`src/rtl/opsum_pool_writer.sv`:
```
// opsum_pool_writer
//   Takes the PE array's opsum stream for one ofmap channel in raster order.
//   Each psum is requantized to int8 (arithmetic shift, optional ReLU, saturation).
//   With pooling enabled, 2x2/stride-2 max pooling is applied through a half-row
//   line buffer. The resulting bytes are packed little-endian four to a word and
//   written to the output BRAM port.
//
// Ports
//   clk, rst          clock, synchronous active-high reset
//   start / finish    start pulse (latches cfg_*), one-cycle completion pulse
//   cfg_*             ofmap width/height, shift, relu, pool, output base address
//   opsum_enable/ready/value   psum handshake from the PE array
//   OARG_*            write-only BRAM port (rdata unused)
module opsum_pool_writer #(
  parameter int PSUM_DATA_SIZE   = 32,
  parameter int ADDRESS_BITWIDTH = 32,
  parameter int DATA_BITWIDTH    = 32,
  parameter int CONFIG_W_BIT     = 12,
  parameter int MAX_OFMAP_W      = 64
) (
  input  logic                        clk,
  input  logic                        rst,
  input  logic                        start,
  output logic                        finish,
  input  logic [CONFIG_W_BIT-1:0]     cfg_width,
  input  logic [CONFIG_W_BIT-1:0]     cfg_height,
  input  logic [4:0]                  cfg_shift,
  input  logic                        cfg_relu,
  input  logic                        cfg_pool,
  input  logic [ADDRESS_BITWIDTH-1:0] cfg_base_addr,
  input  logic                        opsum_enable,
  output logic                        opsum_ready,
  input  logic [PSUM_DATA_SIZE-1:0]   opsum_value,
  output logic [ADDRESS_BITWIDTH-1:0] OARG_address,
  output logic [DATA_BITWIDTH-1:0]    OARG_wdata,
  input  logic [DATA_BITWIDTH-1:0]    OARG_rdata,
  output logic                        OARG_e,
  output logic [3:0]                  OARG_we
);

  localparam int LB_DEPTH = MAX_OFMAP_W / 2;
  localparam int LB_AW    = (LB_DEPTH > 1) ? $clog2(LB_DEPTH) : 1;
  localparam logic signed [PSUM_DATA_SIZE-1:0] SAT_HI = 127;
  localparam logic signed [PSUM_DATA_SIZE-1:0] SAT_LO = -128;
  localparam logic [CONFIG_W_BIT-1:0]       CFG_ONE  = 1;
  localparam logic [ADDRESS_BITWIDTH-3:0]   WORD_ONE = 1;

  typedef enum logic [1:0] {IDLE, RUN, FLUSH, DONE} state_t;

  state_t state_q, state_d;

  // latched configuration
  logic [CONFIG_W_BIT-1:0]     width_q, height_q;
  logic [4:0]                  shift_q;
  logic                        relu_q, pool_q;
  logic [ADDRESS_BITWIDTH-1:0] base_q;

  // input position tracking
  logic [CONFIG_W_BIT-1:0]     col_q, row_q;
  logic                        last_q;      // final psum of the pass has been accepted

  // stage 1: requantized byte plus its position
  logic                        s1_valid_q;
  logic signed [7:0]           s1_byte_q;
  logic                        s1_col_odd_q, s1_row_odd_q;
  logic [LB_AW-1:0]            s1_idx_q;

  // pooling state
  logic signed [7:0]           hold_q;      // even-column byte waiting for its partner
  logic signed [7:0]           rd_q;        // registered line-buffer read
  logic signed [7:0]           line_buf [LB_DEPTH];

  // packer
  logic [1:0]                  lane_q;
  logic [23:0]                 pack_q;
  logic [ADDRESS_BITWIDTH-3:0] word_q;

  // registered outputs
  logic                        finish_q;
  logic                        oarg_e_q;
  logic [3:0]                  oarg_we_q;
  logic [ADDRESS_BITWIDTH-1:0] oarg_addr_q;
  logic [DATA_BITWIDTH-1:0]    oarg_wdata_q;

  logic                        accept, flush_go, finish_d, zero_cfg;
  logic signed [PSUM_DATA_SIZE-1:0] shifted;
  logic signed [7:0]           req_byte, pair_max, pooled, out_byte;
  logic                        out_valid, lb_we;
  logic                        unused_rdata;

  assign unused_rdata = ^OARG_rdata;

  assign finish       = finish_q;
  assign OARG_e       = oarg_e_q;
  assign OARG_we      = oarg_we_q;
  assign OARG_address = oarg_addr_q;
  assign OARG_wdata   = oarg_wdata_q;

  assign zero_cfg = (cfg_width == '0) || (cfg_height == '0);
  assign accept   = opsum_enable && opsum_ready;

  // ---------------- FSM ----------------
  always_ff @(posedge clk) begin
    if (rst) state_q <= IDLE;
    else     state_q <= state_d;
  end

  always_comb begin
    state_d     = state_q;
    opsum_ready = 1'b0;
    flush_go    = 1'b0;
    finish_d    = 1'b0;
    case (state_q)
      IDLE: begin
        if (start) state_d = zero_cfg ? DONE : RUN;
      end
      RUN: begin
        opsum_ready = !last_q;
        // last_q set means the final psum is in stage 1 this cycle, so the
        // pipeline is drained once this cycle's write is registered
        if (last_q) state_d = FLUSH;
      end
      FLUSH: begin
        flush_go = 1'b1;
        state_d  = DONE;
      end
      DONE: begin
        finish_d = 1'b1;
        state_d  = IDLE;
      end
      default: state_d = IDLE;
    endcase
  end

  // ---------------- requantization ----------------
  always_comb begin
    shifted = $signed(opsum_value) >>> shift_q;
    if (relu_q && shifted[PSUM_DATA_SIZE-1]) shifted = '0;
    if (shifted > SAT_HI)      req_byte = 8'sd127;
    else if (shifted < SAT_LO) req_byte = -8'sd128;
    else                       req_byte = shifted[7:0];
  end

  // ---------------- pooling / output byte selection ----------------
  always_comb begin
    pair_max  = (hold_q > s1_byte_q) ? hold_q : s1_byte_q;
    pooled    = (rd_q > pair_max) ? rd_q : pair_max;
    // odd column of an odd row closes a 2x2 window; an odd trailing column or
    // row never reaches that position, which is how it gets dropped
    out_valid = s1_valid_q && (!pool_q || (s1_col_odd_q && s1_row_odd_q));
    out_byte  = pool_q ? pooled : s1_byte_q;
    lb_we     = s1_valid_q && pool_q && s1_col_odd_q && !s1_row_odd_q;
  end

  // line buffer: read at the handshake so the value lines up with stage 1
  always_ff @(posedge clk) begin
    if (accept) rd_q <= line_buf[col_q[LB_AW:1]];
    if (lb_we)  line_buf[s1_idx_q] <= pair_max;
  end

  // ---------------- datapath ----------------
  always_ff @(posedge clk) begin
    if (rst) begin
      width_q      <= '0;
      height_q     <= '0;
      shift_q      <= '0;
      relu_q       <= 1'b0;
      pool_q       <= 1'b0;
      base_q       <= '0;
      col_q        <= '0;
      row_q        <= '0;
      last_q       <= 1'b0;
      s1_valid_q   <= 1'b0;
      s1_byte_q    <= '0;
      s1_col_odd_q <= 1'b0;
      s1_row_odd_q <= 1'b0;
      s1_idx_q     <= '0;
      hold_q       <= '0;
      lane_q       <= '0;
      pack_q       <= '0;
      word_q       <= '0;
      finish_q     <= 1'b0;
      oarg_e_q     <= 1'b0;
      oarg_we_q    <= 4'b0000;
      oarg_addr_q  <= '0;
      oarg_wdata_q <= '0;
    end else begin
      finish_q   <= finish_d;
      oarg_e_q   <= 1'b0;
      oarg_we_q  <= 4'b0000;
      s1_valid_q <= accept;

      if (state_q == IDLE && start) begin
        width_q  <= cfg_width;
        height_q <= cfg_height;
        shift_q  <= cfg_shift;
        relu_q   <= cfg_relu;
        pool_q   <= cfg_pool;
        base_q   <= cfg_base_addr;
        col_q    <= '0;
        row_q    <= '0;
        last_q   <= 1'b0;
        lane_q   <= '0;
        pack_q   <= '0;
        word_q   <= '0;
      end

      if (accept) begin
        s1_byte_q    <= req_byte;
        s1_col_odd_q <= col_q[0];
        s1_row_odd_q <= row_q[0];
        s1_idx_q     <= col_q[LB_AW:1];
        if (col_q == width_q - CFG_ONE) begin
          col_q <= '0;
          row_q <= row_q + CFG_ONE;
          if (row_q == height_q - CFG_ONE) last_q <= 1'b1;
        end else begin
          col_q <= col_q + CFG_ONE;
        end
      end

      if (s1_valid_q && !s1_col_odd_q) hold_q <= s1_byte_q;

      if (out_valid) begin
        if (lane_q == 2'd3) begin
          oarg_e_q     <= 1'b1;
          oarg_we_q    <= 4'b1111;
          oarg_addr_q  <= base_q + {word_q, 2'b00};
          oarg_wdata_q <= {out_byte, pack_q};
          pack_q       <= '0;
          word_q       <= word_q + WORD_ONE;
        end else begin
          case (lane_q)
            2'd0:    pack_q[7:0]   <= out_byte;
            2'd1:    pack_q[15:8]  <= out_byte;
            default: pack_q[23:16] <= out_byte;
          endcase
        end
        lane_q <= lane_q + 2'd1;
      end

      // partial trailing word: only the filled lanes are enabled, the rest are 0
      if (flush_go && lane_q != 2'd0) begin
        oarg_e_q     <= 1'b1;
        oarg_addr_q  <= base_q + {word_q, 2'b00};
        oarg_wdata_q <= {8'h00, pack_q};
        case (lane_q)
          2'd1:    oarg_we_q <= 4'b0001;
          2'd2:    oarg_we_q <= 4'b0011;
          default: oarg_we_q <= 4'b0111;
        endcase
      end
    end
  end

endmodule

```
`config.mk`:
```
export PLATFORM = sky130hd
export DESIGN_NAME = opsum_pool_writer
export DESIGN_NICKNAME = d
export VERILOG_FILES = /design/src/rtl/opsum_pool_writer.sv
export SDC_FILE = /design/constraint.sdc
export NUM_CORES = 1
export LEC_CHECK = 0
export ABC_CLOCK_PERIOD_IN_PS = 5700
export CORE_UTILIZATION = 35
export DETAILED_ROUTE_END_ITERATION = 10
export GPL_TIMING_DRIVEN = 0
export PLACE_DENSITY_LB_ADDON = 0.25
export SYNTH_ARGS = -nofsm -noshare
export SYNTH_HDL_FRONTEND = slang
export SYNTH_SLANG_ARGS = --single-unit
```
`constraint.sdc`:
```
create_clock -name clk -period 5.7 [get_ports clk]
set_clock_uncertainty 0.05 [all_clocks]
set_input_delay 0.57 -clock clk [delete_from_list [all_inputs] [get_ports clk]]
set_output_delay 0.57 -clock clk [all_outputs]
set_load 0.01 [all_outputs]
```
==> results.cfg <==
[power_and_ir_drop]
power_frac_clock_pct = 35.7
seqPwrFrac_pct = 42.7
power.leakage_nw = 9.69
switchingPower_w = 0.00291
vdd_ir_drop_max_mv = 0.217
intPower_w = 0.00664
power_frac_comb_pct = 21.7
p_per_area_nw_per_um2 = 330
p_sw_share_pct = 30.5

[global_route]
grt_max_degree = 35
grt_usage_pct = 20.2
grt-ovfl-total = 0
grt_pass1_vias = 18600
antenna_found_initial = 0
grt_first_pass_wirelength_um = 109000

[synthesis]
async_reset_ff_share_pct = 0
synth_common_cells = nand2_1, edfxtp_1, dfxtp_1, a21oi_1, nor2_1
post-synth-top-count-cell = nand2_1
ys_types = 78
yosysTopAreaCell = edfxtp_1
ys_warn_count = 0
syn_inst = 2196
yosys_register_bits = 503
syn-num-nets = 2387
synth_edf_count = 264
netlist_top_cells_area = edfxtp_1, dfxtp_1, mux4_2
synth.top_cell.area_share_pct = 32.7
synthesis.area_um2 = 24200
seq_area_frac_synth_pct = 52.5
syn_area_per_cell_um2 = 11.0
synth_ff_type = edfxtp_1

[die]
initial_utilization_pct = 35.4
die_h_um = 265
die_x_um = 265
pin_count = 202
die-area_um2 = 70200
rows = 96
core_um2 = 68500

[route]
dr.first_iter.drc_count = 1500
drt_wl_total_um = 71400
vias = 18500
drcViolationCount = 0
final_antenna_net_count = 0
wire_per_inst_um = 21.3
vias_per_cell = 5.50
drtPass1Iterations = 5

[sta]
tns_ps = 0
hold_viol = 0
maxSlewHeadroom_pct = 19.0
worstMarginPinSlew_ps = 1220
fmax_mhz = 187
period_minus_slack_ps = 5360
setup_viol = 0
rsz0062_at_grt = false
hold_ws_ps = 403
post-route-period-util_pct = 94.0
finalMaxSlewViolations = 0

[critical_path]
cpMostUsedCell = o21a_1
path_buf_inv = 4
crit_chain = inv_1 -> ha_1 -> nor2b_1 -> o21a_1 -> o21ai_0 -> nand3b_1 -> o2bb2ai_1 -> buf_2 -> nand2_1 -> o21ai_4 -> inv_1 -> ha_1 -> nor2b_1 -> o21a_1 -> o21a_1 -> o21a_1 -> o21a_1 -> o2111ai_1 -> o211ai_1 -> buf_4 -> mux2i_1 -> o21ai_0
path_max_fanout = 17
crit_family = compound AO/OA/AOI/OAI gates
endpoint_kind = flip-flop
cpPeakStageDelay_ps = 460
critPathLaunchType = flip-flop
arrival_ps = 5760
worstSetupPathType = flip-flop to flip-flop
cpMaxStageDelayCell = buf_2
required_ps = 6100

[placed_design]
io_buffer_count = 168
place_inst = 3251
place_hpwl_um = 51900
gp_congestion = 0.894

[layout]
register_area_um2 = 12700
fill_cells = 6418
diodes = 0
area_growth_pct = 19.5
post-route-util_pct = 42.2
finalNonFillerCells = 3354
multi_input_area_um2 = 10900
layout-drive-gt1-share_pct = 11.1
nets = 2618

[clocking]
clkSlewWorstSetupHoldPaths_ps = 60
cts_hold_buf = 0
clk-insertion-delay-late_ps = 630
cts_root_buf = clkbuf_16
cts_made_buffers = 54
numClockSinks = 503
cts.htree.levels = 2
tritoncts = built
clk_path_buf_depth = 3

[run]
drv_cap = 0

[worst_hold_path]
hold_path.class = flip-flop to flip-flop

[outcome]
status = finished, final reports clean
## sequential cells by signal, indices dropped and copies added, names as in the netlist, 2 cells and up
name          count
word_q           30
state_q           2
shift_q           5
height_q         12
hold_q            8
pack_q           24
width_q          12
rd_q              8
col_q            12
row_q            12
OARG_address     32
OARG_wdata       32
base_q           32
line_buf        256
s1_byte_q         8
lane_q            2
s1_idx_q          5
OARG_we           4
## worst register-to-register path, delay by kind of cell (launching register included)
kind / cells / cell delay [ps]
AO/OA/AOI/OAI: 11 / 2050
adder cells (fa/ha/maj): 2 / 700
buffers and inverters: 4 / 980
flip-flops: 1 / 360
multiplexers: 1 / 390
AND/OR/NAND/NOR: 4 / 670
## cell usage in the layout (no fill, tap or decap), drive strengths merged, types with 24 or more instances in the layout
| master | n |
|---|---|
| a211oi | 26 |
| a21oi | 200 |
| a22oi | 24 |
| buf | 46 |
| clkbuf | 155 |
| clkdlybuf4s50 | 168 |
| clkinv | 28 |
| dfxtp | 239 |
| edfxtp | 264 |
| ha | 59 |
| inv | 46 |
| mux2i | 44 |
| mux4 | 110 |
| nand2 | 348 |
| nand3 | 55 |
| nor2 | 158 |
| nor3 | 27 |
| o21ai | 90 |
| xnor2 | 38 |
| xor2 | 32 |
## logic make-up (layout without fill, tap and decap cells)
| group | count (synthesis) | count (layout) | share of synthesized area, % |
|---|---|---|---|
| AO/OA/AOI/OAI | 479 | 480 | 12.0 |
| XOR/XNOR | 70 | 70 | 2.53 |
| adder cells (fa/ha/maj) | 60 | 60 | 3.13 |
| buffers and inverters | 171 | 446 | 2.81 |
| flip-flops | 503 | 503 | 52.5 |
| multiplexers | 176 | 176 | 13.1 |
| AND/OR/NAND/NOR | 737 | 737 | 13.9 |
## stage by stage
stage	worst slack, ps	cell area (um2)	power [W]
3_5_place_dp	-8.38	27200	0.00617
2_1_floorplan	356	24200	0.00546
4_1_cts	92.4	28900	0.00959
3_3_place_gp	-2120	27000	0.00611
6_report	340	28900	0.00955
5_1_grt	11.0	28900	0.00996
## path summary, 6_finish.rpt
check | to | cells after the start | from | slack, ps
setup reg to reg | pack_q[7]$_SDFF_PP0_ | 22 | s1_byte_q[1]$_SDFFE_PP0P_ | 340
setup / recovery | pack_q[7]$_SDFF_PP0_ | 22 | s1_byte_q[1]$_SDFFE_PP0P_ | 340
hold reg to reg | last_q$_SDFF_PP0_ | 2 | last_q$_SDFF_PP0_ | 400
hold / removal | last_q$_SDFF_PP0_ | 2 | last_q$_SDFF_PP0_ | 400
## area by class of cell
type | count | share of cell area (%)
sequential | 503 | 44.0
multi-input combinational | 1523 | 37.7
timing repair buffer | 174 | 6.23
clock buffer | 71 | 5.08
tap | 882 | 3.82
buffer | 124 | 1.74
clock inverter | 30 | 0.861
inverter | 47 | 0.610
## power groups by stage
stage	logic (W)	clock network, W	registers (W)
after floorplan	0.00135	0	0.00411
after global routing	0.00226	0.00361	0.00409
final	0.00207	0.00341	0.00408
after detailed placement	0.00202	0	0.00415
after CTS	0.00204	0.00348	0.00407
after global placement	0.00195	0	0.00416
## routing by layer
metal  track usage (%)  up-vias  wire [um]
met5                 0        -          0
met4              7.01        0       2040
met3              2.78      116       3690
met2              34.8      545      34900
met1              26.0     9162      30800
li1                  -     8633          -
## timing repair
item	in CTS	in global routing
gates cloned	1	0
pin swaps	1	1
setup buffers	0	1
endpoints found under the hold margin	0	0
endpoints found under the setup margin	15	32
resized for setup	1	8
(Power assumes the default switching activity.)
